--- src/rtl/apb_slave_regfile.sv ---
// APB completer with a small register bank: read-only ID at word 0,
// read-only completed-transfer counter at word 1, and read/write words
// from 2 upward. Word 2 is exported as ctrl_o. Access latency is
// WAIT_STATES+1 cycles, and bad accesses complete with PSLVERR.
module apb_slave_regfile #(
  parameter int unsigned NUM_REGS    = 16,
  parameter logic [31:0] BASE_ADDR   = 32'h0000_0000,
  parameter int unsigned WAIT_STATES = 0,
  parameter logic [31:0] ID_VALUE    = 32'hA9B0_0001
) (
  input  logic        PCLK,
  input  logic        PRESET,
  input  logic [31:0] PADDR,
  input  logic        PSEL,
  input  logic        PENABLE,
  input  logic        PWRITE,
  input  logic [31:0] PWDATA,
  output logic [31:0] PRDATA,
  output logic        PREADY,
  output logic        PSLVERR,
  output logic [31:0] ctrl_o
);

  localparam int unsigned IDXW = $clog2(NUM_REGS);

  typedef enum logic {IDLE, ACCESS} state_e;

  state_e          state_q, state_d;
  logic [3:0]      cnt_q, cnt_d;
  logic [IDXW-1:0] idx_q;
  logic            pwrite_q;
  logic            err_q;
  logic [31:0]     xfer_cnt_q;
  logic [31:0]     rw_q [2:NUM_REGS-1];

  logic            setup;
  logic            complete;
  logic            ok_done;
  logic            wr_en;
  logic [29:0]     idx_full;
  logic            dec_err;

  // Address decode for the setup phase currently on the bus. The word index
  // is kept wide so out-of-range addresses are caught before truncation.
  assign idx_full = 30'((PADDR - BASE_ADDR) >> 2);
  assign dec_err  = (PADDR < BASE_ADDR)
                 || (PADDR[1:0] != 2'b00)
                 || (idx_full >= 30'(NUM_REGS))
                 || (PWRITE && (idx_full <= 30'd1));

  // Next-state logic: setup captures, access counts down wait states, and
  // dropping PSEL before completion aborts the transfer.
  always_comb begin
    state_d  = state_q;
    cnt_d    = cnt_q;
    setup    = 1'b0;
    complete = 1'b0;
    case (state_q)
      IDLE: begin
        if (PSEL && !PENABLE) begin
          setup   = 1'b1;
          cnt_d   = 4'(WAIT_STATES);
          state_d = ACCESS;
        end
      end
      ACCESS: begin
        if (!PSEL) begin
          state_d = IDLE;
        end else if (!PENABLE) begin
          // A fresh setup phase restarts the transfer.
          setup = 1'b1;
          cnt_d = 4'(WAIT_STATES);
        end else if (cnt_q != 4'd0) begin
          cnt_d = cnt_q - 4'd1;
        end else begin
          complete = 1'b1;
          state_d  = IDLE;
        end
      end
      default: state_d = IDLE;
    endcase
  end

  // FSM state and wait counter.
  always_ff @(posedge PCLK) begin
    if (PRESET) begin
      state_q <= IDLE;
      cnt_q   <= 4'd0;
    end else begin
      state_q <= state_d;
      cnt_q   <= cnt_d;
    end
  end

  // Capture address, direction and error verdict at each setup phase.
  always_ff @(posedge PCLK) begin
    if (PRESET) begin
      idx_q    <= '0;
      pwrite_q <= 1'b0;
      err_q    <= 1'b0;
    end else if (setup) begin
      idx_q    <= idx_full[IDXW-1:0];
      pwrite_q <= PWRITE;
      err_q    <= dec_err;
    end
  end

  assign ok_done = complete && !err_q;
  assign wr_en   = ok_done && pwrite_q;

  // Completed-transfer counter: counts OKAY reads and writes, wraps freely.
  always_ff @(posedge PCLK) begin
    if (PRESET) begin
      xfer_cnt_q <= 32'd0;
    end else if (ok_done) begin
      xfer_cnt_q <= xfer_cnt_q + 32'd1;
    end
  end

  // Read/write register words; PWDATA is taken at the completion edge.
  for (genvar gi = 2; gi < NUM_REGS; gi++) begin : g_rw
    always_ff @(posedge PCLK) begin
      if (PRESET) begin
        rw_q[gi] <= 32'd0;
      end else if (wr_en && (idx_q == IDXW'(gi))) begin
        rw_q[gi] <= PWDATA;
      end
    end
  end

  assign PREADY  = (state_q == ACCESS) && (cnt_q == 4'd0);
  assign PSLVERR = PREADY && err_q;
  assign ctrl_o  = rw_q[2];

  // Read data is driven only during an OKAY read completion, zero otherwise.
  always_comb begin
    PRDATA = 32'd0;
    if (PREADY && !pwrite_q && !err_q) begin
      if (idx_q == IDXW'(0)) begin
        PRDATA = ID_VALUE;
      end else if (idx_q == IDXW'(1)) begin
        PRDATA = xfer_cnt_q;
      end else begin
        PRDATA = rw_q[idx_q];
      end
    end
  end

endmodule
--- config.mk ---
export PLATFORM = sky130hd
export DESIGN_NAME = apb_slave_regfile
export DESIGN_NICKNAME = d
export VERILOG_FILES = /design/src/rtl/apb_slave_regfile.sv
export SDC_FILE = /design/constraint.sdc
export NUM_CORES = 1
export LEC_CHECK = 0
export ABC_CLOCK_PERIOD_IN_PS = 6550
export CAP_MARGIN = 20
export CORE_ASPECT_RATIO = 0.5
export CORE_MARGIN = 2
export CORE_UTILIZATION = 25
export DETAILED_ROUTE_END_ITERATION = 10
export DONT_BUFFER_PORTS = 1
export GPL_TIMING_DRIVEN = 0
export SYNTH_ARGS = -nofsm -noshare
export SYNTH_HDL_FRONTEND = slang
export SYNTH_SLANG_ARGS = --single-unit
--- constraint.sdc ---
create_clock -name PCLK -period 6.55 [get_ports PCLK]
set_input_delay 0.9825 -clock PCLK [delete_from_list [all_inputs] [get_ports PCLK]]
set_output_delay 0.9825 -clock PCLK [all_outputs]
set_load 0.05 [all_outputs]
Word level (Yosys, flattened, before mapping). Memory sizes are Yosys's and may differ from the RTL's. A register that Yosys moved wholly into a read port is not among the register bits. Index checks and enable logic that the tools add are counted. Widths: inputs -> output; s select.

$add $sub $neg: 2. Mux-type cells: 80. Magnitude comparators: 3. Equality and inequality tests: 18. Reductions and logical operators: 33. Bitwise operators: 15.

Operator list (number): $mux 32 (17); $mux 1 (54); $add 32x1->32 const B (1); $eq 4x4->1 const B (8); $lt 32x1->1 const B (1); $ge 30x5->1 const B (1); $le 30x1->1 const B (1); $mux 4 (6); $logic_and 1x1->1 (22); $eq 4x3->1 const B (4); $or 1x1->1 (14); $eq 4x2->1 const B (2); $logic_not 4->1 (2); $pmux 4 s2 (1); $eq 4x1->1 const B (1); $ne 2x2->1 const B (2); $pmux 1 s2 (2); $reduce_bool 4->1 (1); $sub 4x1->4 const B (1); $logic_not 1->1 (3); $logic_or 1x1->1 (3); $ne 3x2->1 const B (1); $reduce_and 3->1 (1); $reduce_bool 2->1 (1); $not 1->1 (1).

Register bits: 43. Input port bits: 69. Output and inout port bits: 66. Memories kept: 1. Memory bits (writable): 448. Word-level logic and storage cells: 158.

Memories: rw_q (words 14, bits a word 32, read ports 2, clocked after Yosys merged registers in 1, wr ports 14, line 34) `logic [31:0] rw_q [2:NUM_REGS-1];`.

Logic depth before layout (Yosys ltp). Gate-level depths: netlist of the first run.

Word-level depth: 12. Mapped depth: 9. Gate-level depth less buffers: 6.

Least setup slack after synthesis of the first run. OpenSTA, ideal clock, no wires.

Path kind: register -> output. Start: reg idx_q[1]. End: out PRDATA[14]. Arrival: 3.986 ns. Path buffers: 3. Stages on the path, launching flop included: 8. Slack: 1.581 ns. Data required time: 5.568 ns. Path through: dfxtp_1 -> clkbuf_1 -> or4b_1 -> buf_2 -> nand3b_1 -> buf_2 -> o22ai_1 -> a2111oi_0.

Word-level cells in the longest chain between the ends: 4. Elaborated cells on any way between the ends: 5. Those cells by class: eq/ne: 1; mux: 3; reduce/logical: 1.

Ends and longest elaborated chain: from (decl) (line 30) `logic [IDXW-1:0] idx_q;`; from (signal assigned) (line 102) `idx_q <= idx_full[IDXW-1:0];`; $eq 4x1->1 (line 141) `end else if (idx_q == IDXW'(1)) begin`; $mux 32 (line 141); $mux 32 (*) (line 139) `if (idx_q == IDXW'(0)) begin`; $mux 32 (*) (line 138) `if (PREADY && !pwrite_q && !err_q) begin`; to (decl) (line 18) `output logic [31:0] PRDATA,`.

Every way passes the cells marked *; elsewhere a longest branch is shown, timed or not.

==> results list, run 1 <==
- Final number of setup-violating endpoints: 0
* Global-route track usage on met2: 0.2454
* Slew @ Worst Pin: 1.170 ns
- Unique cell type count in the Yosys netlist: 54
* Pre-CTS worst setup slack: 1.595 ns
* Maximum number of pins on one net before global-route repair: 28
* Synth warn: 0
- CTS tree: yes
- After clock tree synthesis, the clock-pin slew on the worst setup and hold paths is 0.06 ns.
* GR Layer Usage met1: 0.2075
- Share of the yosys chip area belonging to registers: 0.6224
- Post-synth net total: 1,843
* Sequential share of power: 0.508
- Once the clock tree was built, the resizer swapped 0 gates to a different size.
* ANT nets after route: 0
- Insertion delay to the later sink of the worst-skew pair: 0.60 ns
- Fillers: 9,228
- Post-CTS Hold Fix Bufs: 0
* Die Area: 95,100 um2
- H-tree Lvls: 2
- The worst pin sits at a relative slew slack of 0.2157.
* Net switching share of the total power: 0.2302
- Dividing total power by cell area gives a power density of 261.3 nW/um2.
- After synthesis, the share of flip-flops with an asynchronous set or reset is 0.
- In the finished design, the share of the clock period the worst path needs comes to 0.8710.
- The biggest area contributor in the post-synthesis netlist is edfxtp_1.
* Area of the mapped netlist: 23,130 um2
- For this configuration, the core starts out at a cell density of 0.2537.
- Summed over all cells, the static leakage comes to 9.131 nW.
- Final weighted congestion of routability-driven global placement: 1.001
- Hold Slack: 0.4967 ns
- Startpoint type of the worst setup path: flop
- The core region is 91,150 um2.
- Simple-gate share of the synthesized area: 0.1908
- The number of antenna violations at the first check in global routing came to 3.
- The routed layout has 15,180 vias.
- For this run, the detailed router's first-pass iteration total came to 5.
* Post-DR wirelength/cell: 23.32 um
* Met3 Use GR: 0.01989
* Worst Hold Class: flop to flop
- Period minus WS final: 5.705 ns
- Post-synthesis sequential element count: 495
* Area contributors post-synth: edfxtp_1, and2_1, mux4_2
- For this block, the initial DRC count from the detailed router was 1,905.
* Wire length reported by the detailed router: 73.11 mm
* Proportion of synthesized area in mux cells: 0.1002
- Chip Width: 434.1 um
- In this run the tool buffered the top-level ports with 0 buffer cells.
* Type of element capturing the critical path: output port
* Synth top area share: 0.5817
- Gr busiest metal: met2
- CTS saw 495 sinks.
* Total congestion overflow: 0
- Once the clock tree was built, the setup fixing pass inserted 0 buffers.
* Top FF cell, synth: edfxtp_1
- DRC violation count after routing: 0
- Gate family responsible for the most delay along the worst path: buffers and inverters
* Row cnt: 78
* Cell depth of the worst flop-to-flop path: 8
- Path length in cells of the critical path: 8
* Number of max-slew violations in the final report: 0
- Via count of the first global-routing pass: 14,800
- Cell chosen for the clock root: clkbuf_16
* Number of buffers created by CTS: 53
* Synth Area in XOR/XNOR: 0.001894
* Wire length of the first global-routing pass: 105.4 mm
* Crit path DAT: 4.72 ns
* RSZ-0062 raised after global routing: false
- Internal power comes to 5.436 mW.
* Commonest cells in the netlist: and2_1, edfxtp_1, clkbuf_1
* Combinational family with the most area after synthesis: simple AND/OR/NAND/NOR gates
* Setup TNS: 0 ns
* Chip Height: 219.1 um
* Peak supply drop: 202.7 uV
* Layout cell share with drive strength beyond 1: 0.1389
* Max_cap viols: 0
- Number of top-level pins: 135
- The share of total power dissipated in combinational logic is 0.064.
- After layout, the worst setup slack is 0.8450 ns.
- Across every metal layer, demand over resource in global routing totals 0.1525.
* Synth Instances: 1,772
* Arithmetic-cell share of the synthesized area counting full adders, half adders and majority gates: 0.001082
- Via count normalized by instance count: 4.842
- The signal on the critical path passes through clkbuf_1 > clkbuf_1 > buf_1 > clkbuf_1 > nor2_1 > a21oi_1 > a21oi_1 > a21oi_1.
- Critical Path Fanout Max: 10
* Final hold vios: 0
- Along the worst hold path, the cell count comes to 2.
* Largest stage delay, worst path: 0.88 ns
- The flow ran to the end, and the final reports show no timing, DRC or antenna violations.
- Buffers plus inverters on the worst setup path: 4
* Required time of the critical path: 5.57 ns
* Sw power: 1.626 mW
- The clock arrives with 0.01458 ns of skew.
* Post-layout util: 0.2965
- The longest clock path from root to sink contains 3 buffers.
- Derived from the worst setup path, the maximum achievable clock frequency is 0.1753 GHz.
- Mean area per synthesized cell: 13.05 um2
- Post-synth EDFFs: 448
- The wire-length estimate of the detail-placed layout is 53.24 mm.
- For this run, the post-layout net count is 1,920.
- The area growth from synthesis to layout is 16.85%.
- On the critical path, the stage with the largest delay is an instance of a21oi_1.
- Summing internal, switching and leakage power gives 7.062 mW.
- By startpoint and endpoint, the worst setup path is classified as flop to output port.
- Of the total power, the clock network draws 0.428.
- Fraction of the mapped netlist area in compound gates: 0.05421
[stage by stage]
step / cells / instance area, um2
after floorplan: 1772 / 23130
after global placement: 3012 / 24680
after detailed placement: 3032 / 25260
after CTS: 3131 / 26990
after global routing: 3133 / 27020
final: 3135 / 27020
[power by group through the flow]
stage	registers (mW)	clock network, mW	logic, mW
CTS	3.59	3.05	0.443
finish	3.59	3.03	0.449
floorplan	3.64	0	0.257
global route	3.59	3.17	0.472
global placement	3.66	0	0.403
detailed placement	3.65	0	0.442
[routing by layer]
metal | share of wire | routed length [um] | vias up
met1 | 0.42 | 30410 | 7755
met3 | 0.081 | 5934 | 120
li1 | - | - | 6645
met4 | 0.038 | 2794 | 2
met2 | 0.46 | 33960 | 659
met5 | 0.00014 | 10 | -
[path summary, 6_finish.rpt]
path                  from           to  slack, ns
setup / recovery      flop   PRDATA[24]       0.84
hold / removal    cnt_q[0]     cnt_q[0]       0.50
setup reg to reg  cnt_q[0]  rw_q[13][6]       3.17
hold reg to reg   cnt_q[0]     cnt_q[0]       0.50
[flip-flops by register name, summed over array words and instances (netlist names), named ones only]
name and count:
cnt_q 4, rw_q 448, xfer_cnt_q 32, state_q 1, err_q 1, idx_q 4
pwrite_q 1
[logic make-up (layout without fill, tap and decap cells)]
logic type,after synthesis,after routing
AO/OA/AOI/OAI,208,208
XOR/XNOR,5,5
adder cells (fa/ha/maj),2,2
buffers and inverters,166,287
flip-flops,495,495
multiplexers,149,149
other,0,2
AND/OR/NAND/NOR,747,747
[placed cells by master, fill, tap and decap left out, types with 50 or more instances in the layout]
master	instances
clkbuf_1	120
mux4_2	64
edfxtp_1	448
mux2i_1	65
o21ai_0	50
clkbuf_16	55
a21oi_1	75
nand2_1	51
nor2_1	81
and2_1	448
[cell type report]
type / count / area (um2) / share of cell area
Timing Repair Buffer: 22 / 402.9 / 0.01491
Clock inverter: 26 / 252.7 / 0.009353
Tap cell: 1240 / 1551 / 0.05741
Clock buffer: 73 / 1474 / 0.05454
Multi-Input combinational cell: 1111 / 8264 / 0.3058
Buffer: 156 / 641.9 / 0.02375
Inverter: 10 / 37.54 / 0.001389
Sequential cell: 495 / 14390 / 0.5326
Antenna cell: 2 / 5.005 / 0.0001852
[tightest hold or removal path, stage by stage, from the launching register on]
cell and delay, ns:
dfxtp_1 0.32, o21ai_0 0.07, a21oi_1 0.06
No activity file was read; power rests on OpenSTA's default activity.
==> inputs of run 2 (changes only) <==
--- a/config.mk
+++ b/config.mk
@@ -7,7 +7,7 @@
 export LEC_CHECK = 0
 export ABC_CLOCK_PERIOD_IN_PS = 6550
 export CAP_MARGIN = 20
-export CORE_ASPECT_RATIO = 0.5
+export CORE_ASPECT_RATIO = 2
 export CORE_MARGIN = 2
 export CORE_UTILIZATION = 25
 export DETAILED_ROUTE_END_ITERATION = 10
==> results list, run 2 (synthesis gave the netlist of run 1 again) <==
- Run status: complete, no violations (unchanged)
- The row count came to 157 (was 78).
- The area growth from synthesis to layout was 15.31% (was 16.85%).
* Crit path DAT: 4.72 ns (about the same)
- Type of element capturing the critical path: output port (unchanged)
* Setup bufs post-CTS: 0 (unchanged)
* Die Area: 95,100 um2 (unchanged)
* Top achievable clock speed: 0.1755 GHz (was 0.1753 GHz)
- The start-to-end type of the worst setup path was flop to output port (unchanged).
* Max-slew headroom: 0.2089 (was 0.2157)
- DRC violation count after routing: 0 (unchanged)
- The vertical extent of the die was 434.1 um (was 219.1 um).
* Count of instances resized after the clock tree is built: 0 (unchanged)
- Setup TNS: 0 ns (unchanged)
- The count of pins on the block boundary is 135 (unchanged).
* Net count of the finished layout: 1,918 (was 1,920)
- Final weighted congestion of routability-driven global placement: 0.9300 (was 1.001)
- The detail-routed net length per standard cell came to 28.13 um (was 23.32 um).
* Number of DRC violations after detailed-routing iteration 0: 1,640 (was 1,905)
- Flip-flop count of the largest register, all copies and words added: 448 (unchanged)
- Critical Path Fanout Max: 10 (unchanged)
- The depth of the CTS H-tree was 2 (unchanged).
* Hold Slack: 0.5144 ns (was 0.4967 ns)
- The setup violation total in the final timing report was 0 (unchanged).
* ANT nets after route: 0 (unchanged)
- The port buffer count is 0 (unchanged).
- Total congestion overflow: 0 (unchanged)
- Pre-CTS worst setup slack: 1.659 ns (was 1.595 ns)
* Reg2Reg Capture Point: rw_q[12][17] (was rw_q[13][6])
* Initial core utilization: 0.2526 (was 0.2537)
* Post-layout util: 0.2913 (was 0.2965)
- Peak supply drop: 244.6 uV (was 202.7 uV)
- The worst-case setup margin in the final layout came to 0.8517 ns (was 0.8450 ns).
* Number of detailed-routing iterations run before antenna repair: 7 (was 5)
- The pin count of the biggest net entering global routing was 27 (was 28).
- RSZ-0062 raised after global routing: false (unchanged).
- Most frequent cells in the layout: and2_1, edfxtp_1, clkbuf_1 (unchanged)
- Final hold vios: 0 (unchanged)
* Insertion delay to the later sink of the worst-skew pair: 0.59 ns (was 0.60 ns)
* Critical hold path startpoint: cnt_q[0] (unchanged)
- The number of max-cap violations was 0 (unchanged).
- The worst flop-to-flop path startpoint is cnt_q[0] (unchanged).
- The horizontal die dimension was 219.1 um (was 434.1 um).
* Total leakage power: 8.964 nW (was 9.131 nW)
- Cell depth of the worst flop-to-flop path: 8 (unchanged)
* Sink count of the clock tree: 495 (unchanged)
- Startpoint type of the worst setup path: flop (unchanged)
* Wire length of the first global-routing pass: 119.5 mm (was 105.4 mm)
* Worst Hold Class: flop to flop (unchanged)
- The count of hold buffers inserted by post-cts repair was 0 (unchanged).
- The number of buffers inserted during clock tree synthesis came to 42 (was 53).
- Initial antenna violation count: 9 (was 3)
* Overall power consumption: 6.538 mW (was 7.062 mW)
* Top Registers: rw_q x448, xfer_cnt_q x32 (unchanged)
- Most flops, register: rw_q (unchanged)
* Endpoint of the worst hold path: cnt_q[0] (unchanged)
- The sum of routed wire length over all layers came to 86.57 mm (was 73.11 mm).
- The clock tree from TritonCTS is yes (unchanged).
* Maximum root-to-sink buffer count: 3 (unchanged)
* Required time of the critical path: 5.57 ns (about the same)
- The area inside the core boundary came to 91,540 um2 (was 91,150 um2).
- Fillers: 9,413 (was 9,228)
* Clock slew at the register clock pins of the worst setup and hold paths: 0.07 ns (was 0.06 ns)
- The actual transition at the worst max-transition pin was 1.182 ns (was 1.170 ns).
- The fraction of final layout cells sized beyond drive strength 1 is 0.1369 (was 0.1389).
- The clock period minus worst slack came to 5.698 ns (was 5.705 ns).
- Cell depth of the worst hold path: 2 (unchanged)
* Overall Global Routing Usage: 0.1808 (was 0.1525)
- The final clock skew is 0.02304 ns (was 0.01458 ns).
- The max-slew violation total from the final report came to 0 (unchanged).
* Via count normalized by instance count: 5.019 (was 4.842)
* Power density of the placed cells: 245.2 nW/um2 (was 261.3 nW/um2)
- Count of vias placed by the detailed router: 15,450 (was 15,180)
* Final HPWL DP: 66.37 mm (was 53.24 mm)
- The root buffer cell is clkbuf_16 (unchanged).
* Reg2reg setup slack: 3.18 ns (was 3.17 ns)
- The ratio of final minimum period to clock period is 0.8700 (was 0.8710).
* Via count of the first global-routing pass: 15,970 (was 14,800)
-- run 2: worst max-delay path: stages, from the launching register on --
cell and delay [ns]:
dfxtp_1 0.30, clkbuf_1 0.57, clkbuf_1 0.59, buf_1 0.45
clkbuf_1 0.55, a211oi_1 0.15, o21ai_0 0.74, nand3_1 0.79
-- run 2: cell type report --
class,count,area (um2),share of cell area
diodes,9,22.52,0.0008446
plain buffers,156,641.9,0.02407
clock buffers,50,1122,0.04209
clock inverters,24,160.2,0.006006
inverters,10,37.54,0.001408
multi-input cells,1111,8269,0.3101
flip-flops and latches,495,14390,0.5398
well taps,1192,1491,0.05593
repair buffers,31,526.8,0.01975
-- run 2: layer usage --
metal / share of wire / vias up / global-route usage
met1: 0.31 / 7682 / 0.1664
met4: 0.12 / 8 / 0.1781
met3: 0.079 / 288 / 0.04582
met2: 0.50 / 833 / 0.3165
met5: 0.00050 / - / 0
li1: - / 6636 / -
-- run 2: worst max-delay path by stage --
stage                     startpoint         end  slack (ns)  depth (start not counted)
final                           flop  PRDATA[30]        0.85                          7
after global routing            flop  PRDATA[30]        0.53                          7
after CTS                       flop  PRDATA[22]        1.04                          7
after detailed placement        flop  PRDATA[22]        1.66                          7
after global placement          flop   PRDATA[2]       -0.17                          7
after floorplan             idx_q[1]  PRDATA[14]        1.58                          7
-- run 2: power by group --
group / total (mW) / switching, mW / leakage, nW / internal [mW]
logic: 0.485 / 0.338 / 3.33 / 0.148
registers: 3.59 / 0.0624 / 5.02 / 3.52
clock network: 2.47 / 1.20 / 0.622 / 1.27
total: 6.54 / 1.60 / 8.96 / 4.94
-- run 2: through the flow --
| stage | instances | area (um2) |
|---|---|---|
| after floorplan | 1772 | 23130 |
| after global placement | 2964 | 24620 |
| after detailed placement | 2994 | 25350 |
| after CTS | 3068 | 26630 |
| after global routing | 3071 | 26650 |
| final | 3078 | 26670 |
==> inputs of run 3 (changes only) <==
--- a/config.mk
+++ b/config.mk
@@ -5,14 +5,18 @@
 export SDC_FILE = /design/constraint.sdc
 export NUM_CORES = 1
 export LEC_CHECK = 0
-export ABC_CLOCK_PERIOD_IN_PS = 6550
+export ABC_CLOCK_PERIOD_IN_PS = 4700
 export CAP_MARGIN = 20
+export CELL_PAD_IN_SITES_DETAIL_PLACEMENT = 2
+export CELL_PAD_IN_SITES_GLOBAL_PLACEMENT = 2
 export CORE_ASPECT_RATIO = 2
 export CORE_MARGIN = 2
 export CORE_UTILIZATION = 25
 export DETAILED_ROUTE_END_ITERATION = 10
 export DONT_BUFFER_PORTS = 1
 export GPL_TIMING_DRIVEN = 0
+export PLACE_DENSITY_LB_ADDON = 0.1
+export REMOVE_ABC_BUFFERS = 1
 export SYNTH_ARGS = -nofsm -noshare
 export SYNTH_HDL_FRONTEND = slang
 export SYNTH_SLANG_ARGS = --single-unit
==> constraint.sdc (replaced) <==
create_clock -name PCLK -period 4.7 [get_ports PCLK]
set_input_delay 0.705 -clock PCLK [delete_from_list [all_inputs] [get_ports PCLK]]
set_output_delay 0.705 -clock PCLK [all_outputs]
set_load 0.05 [all_outputs]
==> results list, run 3 (synthesis gave the netlist of run 1 again) <==
- Run status: complete, no violations (unchanged).
- The worst hold path depth is 1 (was 2).
- Gate family responsible for the most delay along the worst path: simple AND/OR/NAND/NOR gates (was buffers and inverters)
- The utilization after layout was 0.3024 (was 0.2913).
* Setup CP Type: flop to output port (unchanged)
* Flip-flop count of the largest register, all copies and words added: 448 (unchanged)
- The maximum fanout along the worst path came to 19 (was 10).
* Max_cap viols: 0 (unchanged)
- The total track usage came to 0.1826 (was 0.1808).
* Initial core utilization: 0.2526 (unchanged)
- For the finished layout, the period the worst path requires is 4.403 ns.
- The actual transition at the worst max-transition pin was 1.123 ns (was 1.182 ns).
- Reg2reg setup slack: 0.88 ns (was 3.18 ns)
- Maximum number of pins on one net before global-route repair: 73 (was 27)
* Worst setup path endpoint: PRDATA[20] (was PRDATA[30])
* Worst reg2reg startpoint: cnt_q[0] (unchanged)
- The cell with the largest stage delay on the worst path is or3b_1 (was nand3_1).
* Crit path DAT: 3.70 ns (was 4.72 ns)
* Peak supply drop: 223.9 uV (was 244.6 uV)
- H-tree Lvls: 2 (unchanged)
- Buffers plus inverters on the worst setup path: 1 (was 4)
- DP Area: 25,990 um2 (was 25,350 um2)
* Power density of the placed cells: 349.8 nW/um2 (was 245.2 nW/um2)
- CP Launch Point: cnt_q[0]
- Area Overhead vs Synth: 19.70% (was 15.31%)
- Derived from the worst setup path, the maximum achievable clock frequency is 0.2271 GHz.
- The largest stage delay on the critical path is 0.70 ns (was 0.79 ns).
* Total leakage power: 9.417 nW (was 8.964 nW)
* Buffers added on ports: 0 (unchanged)
* Row cnt: 157 (unchanged)
- The root buffer cell is clkbuf_16 (unchanged).
- Die Area: 95,100 um2 (unchanged)
* Layout cell share with drive strength beyond 1: 0.1701 (was 0.1369)
- Chip Height: 434.1 um (unchanged)
* Count of vias placed by the detailed router: 14,540 (was 15,450)
* Insertion delay to the later sink of the worst-skew pair: 0.63 ns (was 0.59 ns)
- Final number of setup-violating endpoints: 0 (unchanged)
* Post-DR wirelength/cell: 28.60 um (was 28.13 um)
- The first-pass GRT wire length came to 121.6 mm (was 119.5 mm).
- The detailed-route vias per instance was 4.852 (was 5.019).
- Type of element capturing the critical path: output port (unchanged)
* Most flops, register: rw_q (unchanged)
- The clock tree from TritonCTS is yes (unchanged).
- Top Registers: rw_q x448, xfer_cnt_q x32 (unchanged).
- The number of sinks driven by the clock tree was 495 (unchanged).
* Via count of the first global-routing pass: 16,330 (was 15,970)
- RSZ-0062 raised after global routing: false (unchanged).
* CORE AREA: 91,540 um2 (unchanged)
* Post-CTS Hold Fix Bufs: 0 (unchanged)
- Maximum root-to-sink buffer count: 3 (unchanged)
* Clock tree skew after final layout: 0.02325 ns (was 0.02304 ns)
- Most frequent cells in the layout: and2_1, edfxtp_1, nor2_1 (was and2_1, edfxtp_1, clkbuf_1).
* Total non-filler cell area in the finished layout: 27,680 um2 (was 26,670 um2)
- Final HPWL DP: 60.69 mm (was 66.37 mm)
* Chip Width: 219.1 um (unchanged)
* Number of buffers created by CTS: 51 (was 42)
* Wire length reported by the detailed router: 85.70 mm (was 86.57 mm)
- Reg2Reg Capture Point: rw_q[6][12] (was rw_q[12][17])
- ANT nets after route: 0 (unchanged)
- The final layout net count is 1,828 (was 1,918).
- The max-slew violation total from the final report came to 0 (unchanged).
- The type of origin of the critical path was a flop (unchanged).
* Initial antenna violation count: 3 (was 9)
- Max-slew headroom: 0.2497 (was 0.2089)
- The total count of hold-check failures in the final report is 0 (unchanged).
- Number of detailed-routing iterations run before antenna repair: 5 (was 7)
- Final weighted congestion of routability-driven global placement: 0.6902 (was 0.9300)
- The clock transition at the registers of the reported paths is 0.06 ns (was 0.07 ns).
- The post-route worst hold slack is 0.1777 ns (was 0.5144 ns).
* Worst-case setup margin in the final layout: 0.2974 ns (was 0.8517 ns)
- Worst Hold Class: primary input to flop (was flop to flop)
- The endpoint required time on the critical path was 3.99 ns (was 5.57 ns).
- The depth of the critical timing path with buffers and inverters included came to 6 (was 7).
- The count of unresolved DRC violations after routing came to 0 (unchanged).
- Number of top-level pins: 135 (unchanged)
- The sum of overflow across all layers after global routing is 0 (unchanged).
- Cell depth of the worst flop-to-flop path: 8 (unchanged)
- Cell-by-cell trace of the critical path: inv_1 > ha_1 > or3b_1 > or2_2 > or4_1 > a21oi_2 (was clkbuf_1 > clkbuf_1 > buf_1 > clkbuf_1 > a211oi_1 > o21ai_0 > nand3_1)
- In the finished design, the share of the clock period the worst path needs comes to 0.9367.
* Number of DRC violations after detailed-routing iteration 0: 578 (was 1,640)
* Pre-CTS worst setup slack: 0.3765 ns (was 1.659 ns)
## run 3: cell types whose count changed in the layout (fill, tap and decap cells not counted), moves of 5 or more
cell	previous run	this run
buf_4	3	10
a21oi_1	75	70
buf_1	13	0
clkbuf_8	2	7
clkbuf_1	110	11
buf_6	12	21
buf_16	7	44
nor3_1	27	20
buf_2	22	0
clkbuf_16	43	53
nor3_4	4	10
a21oi_2	0	5
clkbuf_2	15	0
## run 3: area by class of cell
cell class / count / area, um2
clock inverters: 24 / 137.6
multi-input cells: 1111 / 8372
diodes: 5 / 12.51
well taps: 1192 / 1491
flip-flops and latches: 495 / 14410
fillers: 9596 / 63860
repair buffers: 88 / 1763
inverters: 10 / 37.54
clock buffers: 71 / 1464
## run 3: per-stage QoR
step,TNS [ns],power (mW),cells
2_1_floorplan,-52.16,5.417,1616
3_3_place_gp,-1511.23,5.678,2808
4_1_cts,0,9.846,2989
3_5_place_dp,0,5.721,2892
5_1_grt,0,10.01,2991
6_report,0,9.684,2996
## run 3: worst min-delay path by stage
stage | from | end
detailed placement | xfer_cnt_q[21] | xfer_cnt_q[21]
floorplan | xfer_cnt_q[18] | xfer_cnt_q[18]
finish | PRESET | cnt_q[1]
global route | PRESET | pwrite_q
CTS | PRESET | pwrite_q
global placement | cnt_q[0] | cnt_q[0]
## run 3: per-layer routing
layer	wire length, um	up-vias	GRT usage
met4	2052	2	0.05051
met5	13	-	0
met3	3269	87	0.03281
li1	-	6471	-
met2	46770	229	0.3465
met1	33590	7747	0.2058
## run 3: what timing repair did
| item | in CTS | in global routing |
|---|---|---|
| resized for setup | 7 | 0 |
| setup buffers | 2 | 0 |
| endpoints found under the setup margin | 16 | 0 |
## run 3: where the power goes
| part | switching (mW) | total, mW | internal (mW) |
|---|---|---|---|
| Sequential | 0.0998 | 5.01 | 4.91 |
| Clock | 1.85 | 4.08 | 2.22 |
| Combinational | 0.366 | 0.593 | 0.227 |
